File: src/rtl/rank_sort_pkg.sv
// rank_sort_pkg: packed-vector element helpers and rank clamp shared by the sorter
// Helpers work on vectors zero-extended to MAX_N*MAX_W bits, so DATA_W and ID_W must not exceed MAX_W.
package rank_sort_pkg;
  localparam int MAX_N = 16;
  localparam int MAX_W = 32;
  typedef logic [MAX_N*MAX_W-1:0] vec_t;
  typedef logic [MAX_W-1:0] elem_t;
  function automatic elem_t get_elem(vec_t v, int k, int w);
    return elem_t'(v >> (k * w)) & elem_t'((64'd1 << w) - 64'd1);
  endfunction
  function automatic vec_t set_elem(vec_t v, int k, int w, elem_t e);
    vec_t m;
    m = vec_t'((64'd1 << w) - 64'd1) << (k * w);
    return (v & ~m) | ((vec_t'(e) << (k * w)) & m);
  endfunction
  function automatic int unsigned clamp_rank(int unsigned r, int unsigned n);
    return r >= n ? n - 1 : r;
  endfunction
endpackage

File: src/rtl/rank_sort_pipe_cmp_swap_cell.sv
// cmp_swap_cell: combinational compare-exchange of one (data,id) pair; a = lower index, b = upper index
// Swaps only on strict a > b, so equal values keep their original order.
module cmp_swap_cell #(
  parameter int DATA_W = 8,
  parameter int ID_W = 4
) (
  input  logic [DATA_W-1:0] a_data_i,
  input  logic [ID_W-1:0]   a_id_i,
  input  logic [DATA_W-1:0] b_data_i,
  input  logic [ID_W-1:0]   b_id_i,
  output logic [DATA_W-1:0] lo_data_o,
  output logic [ID_W-1:0]   lo_id_o,
  output logic [DATA_W-1:0] hi_data_o,
  output logic [ID_W-1:0]   hi_id_o
);
  logic swap;
  assign swap = a_data_i > b_data_i;
  assign lo_data_o = swap ? b_data_i : a_data_i;
  assign lo_id_o = swap ? b_id_i : a_id_i;
  assign hi_data_o = swap ? a_data_i : b_data_i;
  assign hi_id_o = swap ? a_id_i : b_id_i;
endmodule

File: src/rtl/rank_sort_pipe.sv
// rank_sort_pipe: N-stage odd-even transposition sorter with tags, ready/valid and rank select
// Ports: clk/reset (async high), in_valid/in_ready/in_data/in_id/in_rank upstream beat,
// out_valid/out_ready/out_data/out_id downstream sorted beat, out_sel_data/out_sel_id chosen rank.
module rank_sort_pipe
  import rank_sort_pkg::*;
#(
  parameter int N = 3,
  parameter int DATA_W = 8,
  parameter int ID_W = 4,
  parameter int RANK_W = $clog2(N)
) (
  input  logic                clk,
  input  logic                reset,
  input  logic                in_valid,
  output logic                in_ready,
  input  logic [N*DATA_W-1:0] in_data,
  input  logic [N*ID_W-1:0]   in_id,
  input  logic [RANK_W-1:0]   in_rank,
  output logic                out_valid,
  input  logic                out_ready,
  output logic [N*DATA_W-1:0] out_data,
  output logic [N*ID_W-1:0]   out_id,
  output logic [DATA_W-1:0]   out_sel_data,
  output logic [ID_W-1:0]     out_sel_id
);
  logic [DATA_W-1:0] src_data [N][N];
  logic [DATA_W-1:0] data_d [N][N];
  logic [DATA_W-1:0] data_q [N][N];
  logic [ID_W-1:0] src_id [N][N];
  logic [ID_W-1:0] id_d [N][N];
  logic [ID_W-1:0] id_q [N][N];
  logic [RANK_W-1:0] rank_q [N];
  logic [N-1:0] valid_q;
  logic adv;
  vec_t pack_data, pack_id;
  // One global advance: the whole pipe freezes while the output is held.
  assign adv = ~valid_q[N-1] | out_ready;
  assign in_ready = adv;
  assign out_valid = valid_q[N-1];
  for (genvar s = 0; s < N; s++) begin : g_s
    for (genvar k = 0; k < N; k++) begin : g_k
      if (s == 0) begin : g_in
        assign src_data[s][k] = DATA_W'(get_elem(vec_t'(in_data), k, DATA_W));
        assign src_id[s][k] = ID_W'(get_elem(vec_t'(in_id), k, ID_W));
      end else begin : g_prev
        assign src_data[s][k] = data_q[s-1][k];
        assign src_id[s][k] = id_q[s-1][k];
      end
      // Stage parity picks which pairs compare; unpaired end elements pass straight through.
      if ((k % 2) == (s % 2) && k + 1 < N) begin : g_cell
        cmp_swap_cell #(.DATA_W(DATA_W), .ID_W(ID_W)) u_cell (
          .a_data_i (src_data[s][k]),
          .a_id_i   (src_id[s][k]),
          .b_data_i (src_data[s][k+1]),
          .b_id_i   (src_id[s][k+1]),
          .lo_data_o(data_d[s][k]),
          .lo_id_o  (id_d[s][k]),
          .hi_data_o(data_d[s][k+1]),
          .hi_id_o  (id_d[s][k+1])
        );
      end else if (k == 0 || ((k - 1) % 2) != (s % 2)) begin : g_pass
        assign data_d[s][k] = src_data[s][k];
        assign id_d[s][k] = src_id[s][k];
      end
    end
  end
  always_ff @(posedge clk or posedge reset) begin
    if (reset) begin
      valid_q <= '0;
      for (int s = 0; s < N; s++) begin
        rank_q[s] <= '0;
        for (int k = 0; k < N; k++) begin
          data_q[s][k] <= '0;
          id_q[s][k] <= '0;
        end
      end
    end else if (adv) begin
      valid_q <= {valid_q[N-2:0], in_valid};
      rank_q[0] <= RANK_W'(clamp_rank(32'(in_rank), N));
      for (int s = 1; s < N; s++) rank_q[s] <= rank_q[s-1];
      data_q <= data_d;
      id_q <= id_d;
    end
  end
  always_comb begin
    pack_data = '0;
    pack_id = '0;
    for (int k = 0; k < N; k++) begin
      pack_data = set_elem(pack_data, k, DATA_W, elem_t'(data_q[N-1][k]));
      pack_id = set_elem(pack_id, k, ID_W, elem_t'(id_q[N-1][k]));
    end
    out_data = pack_data[N*DATA_W-1:0];
    out_id = pack_id[N*ID_W-1:0];
  end
  // Carried rank is already clamped to N-1, so the index is always in range.
  assign out_sel_data = data_q[N-1][rank_q[N-1]];
  assign out_sel_id = id_q[N-1][rank_q[N-1]];
endmodule

File: config.mk
export PLATFORM = sky130hd
export DESIGN_NAME = rank_sort_pipe
export DESIGN_NICKNAME = d
export VERILOG_FILES = /design/src/rtl/rank_sort_pkg.sv /design/src/rtl/rank_sort_pipe_cmp_swap_cell.sv /design/src/rtl/rank_sort_pipe.sv
export SDC_FILE = /design/constraint.sdc
export NUM_CORES = 1
export LEC_CHECK = 0
export CAP_MARGIN = 5
export CORE_MARGIN = 3
export CORE_UTILIZATION = 55
export CTS_CLUSTER_SIZE = 12
export DETAILED_ROUTE_END_ITERATION = 12
export GPL_ROUTABILITY_DRIVEN = 0
export GPL_TIMING_DRIVEN = 0
export PLACE_DENSITY = 0.8
export SLEW_MARGIN = 20
export SYNTH_ARGS = -nofsm -noshare
export SYNTH_HDL_FRONTEND = slang
export SYNTH_HIERARCHICAL = 1
export SYNTH_SLANG_ARGS = --single-unit
export TNS_END_PERCENT = 10
File: constraint.sdc
create_clock -name clk -period 5 [get_ports clk]
set_clock_uncertainty 0.15 [all_clocks]
set_input_delay 1.5 -clock clk [delete_from_list [all_inputs] [get_ports clk]]
set_output_delay 1.5 -clock clk [all_outputs]
set_load 0.02 [all_outputs]
==> flow_summary.ini <==
[setup_path]
worstPathRequired_ns = 3.35
cp_max_fo = 10
arrival_ns = 3.20
setup.worst_path.class = input port to output pin
end_kind = output pin
start_kind = input port

[clocking]
cts_made_buffers = 17
cts_max_path_buffers = 2
clkLatencyLatePin_ns = 0.41
clock_sinks = 117
root_buffer = clkbuf_16
post_cts_buffers = 0
clk_pin_slew_ns = 0.05
cts_hold_buf = 0
ctsResizeCount = 0
cts_max_level = 4
cts_tree = yes

[detailed_routing]
drt_wl_total_mm = 13.3
vias_per_cell = 5.21
dr.pass1.iters = 5
drc = 0
drtIter0Drc = 186
vias = 3981
ant_nets = 0
wl_per_cell_um = 17.5

[yosys]
yosysSeqAreaShare = 0.429
ys_types = 24
synth_area_sq_um = 6820
synth_top_area_cell = dfrtp_1
synth_top_area_share = 0.429
yosys_warnings = 6
netlist_instances = 474
synth_area_leaders = dfrtp_1, mux2_2, mux2_4
syn_avg_cell_area_sq_um = 14.4
syn_nets = 540
ys_seq_elements = 117

[floorplan]
io-pin-count = 92
die_area_sq_um = 13800
initial_core_util = 0.566
fp-row-count = 40
dieWidth_um = 117
dieHeight_um = 117
core_region_area_sq_um = 12100

[grt]
grt_pass1_wl_mm = 22.1
busiest_layer = met2
antenna_found_initial = 0
grt_usage = 0.201
grt_util_met1 = 0.254
overflow = 0
grt_use_met2 = 0.346
grt_max_degree = 85
met3_usage = 0.0405
first_global_vias = 4304

[timing]
hold_viol = 0
drv_slew = 0
slew_headroom = 0.595
fmax_ghz = 0.206
finalCritPeriodShare = 0.970
rsz0062_at_grt = false
finalCriticalPeriod_ns = 4.85
tightest_slew_ns = 0.607
fin_ws_ns = 0.148
setup_viol = 0

[pwr]
p_switching_uw = 1950
seq_power_share = 0.281
p_comb_frac = 0.513
power_density_nw_per_um2 = 692
p_total_uw = 5930
sw_frac_of_total = 0.329
p_int_uw = 3980
leakagePower_uw = 0.00394
p_clk_frac = 0.206
vdd_ir_drop_max_mv = 0.308

[place]
post-place-ws_ns = 0.134
dp_hpwl_mm = 9.81
port_buffers = 91

[finish]
final_common_cell = dfrtp_1
final_cell_mix = dfrtp_1, mux2_2, clkdlybuf4s50_1
syn2layout_area_growth_pct = 25.7
n_antenna_cell = 0
post-route-util = 0.711
nNetsFinal = 651
drive_gt1_frac = 0.497

[run]
cap_violations = 0

[hold_path]
holdCritPathClass = flop to flop

[run_status]
outcome = complete, no violations
[registers in the layout, indices dropped and copies added, names as in the netlist]
signal   cells
data_q      56
valid_q      3
id_q        28
rank_q       6
id_d         8
data_d      16
[stage by stage]
stage                     hold WS (ns)  TNS [ns]  instances  instance area, sq um
after detailed placement         0.322         0        734                  7980
after floorplan                  0.280         0        474                  6820
after global routing             0.341         0        764                  8570
after CTS                        0.332         0        764                  8570
after global placement           0.309   -143.00        733                  7940
final                            0.326         0        764                  8570
[routing by layer]
metal,up-vias,wire (um)
li1,1890,-
met4,0,205
met1,2002,6080
met3,16,381
met2,73,6680
met5,-,0
[synthesized netlist by cell type (all sizes together)]
master,count
mux2,188
dfrtp,117
buf,58
inv,25
ha,24
a21oi,12
mux2i,12
o2bb2ai,12
nand4,6
nor2b,5
nand2,3
o211ai,3
o21ai,3
o22ai,3
nand2b,2
clkbuf,1
[kinds of logic (layout without fill, tap and decap cells)]
| kind of cell | count (synthesis) | count (layout) | synth area share |
|---|---|---|---|
| adder cells (fa/ha/maj) | 24 | 24 | 0.0440 |
| AO/OA/AOI/OAI | 33 | 33 | 0.0440 |
| buffers and inverters | 84 | 206 | 0.0873 |
| flip-flops | 117 | 117 | 0.429 |
| multiplexers | 200 | 200 | 0.371 |
| AND/OR/NAND/NOR | 16 | 16 | 0.0246 |
[worst max-delay path, cell delays in order]
cell and delay, ns:
clkdlybuf4s50_1 0.46, nand2b_4 0.12, buf_6 0.15, buf_6 0.17, buf_6 0.18, clkdlybuf4s50_1 0.62
[layout make-up]
cell class,instances,area (sq um)
inverters,25,98.8
clock inverters,9,128
well taps,168,210
repair buffers,92,938
flip-flops and latches,117,2930
fillers,841,3490
multi-input cells,273,3300
clock buffers,21,470
plain buffers,59,502
[worst paths after layout]
check,end,depth (start not counted),slack (ns),from
max,in_ready,6,0.15,out_ready
min,valid_q[2],1,0.33,valid_q[1]
max reg2reg,id_q[6],9,2.52,data_q[33]
min reg2reg,valid_q[2],1,0.33,valid_q[1]
max in group asynchronous,data_q[51],3,2.69,reset
min in group asynchronous,data_q[11],2,1.30,reset
[power by group through the flow]
stage                     logic, uW  clock network (uW)  registers [uW]
after floorplan                2300                   0            1550
after global placement         2960                   0            1640
after detailed placement       3040                   0            1680
after CTS                      3080                1240            1670
after global routing           3240                1280            1720
final                          3050                1220            1670
Power figures use the tool's default switching activity.
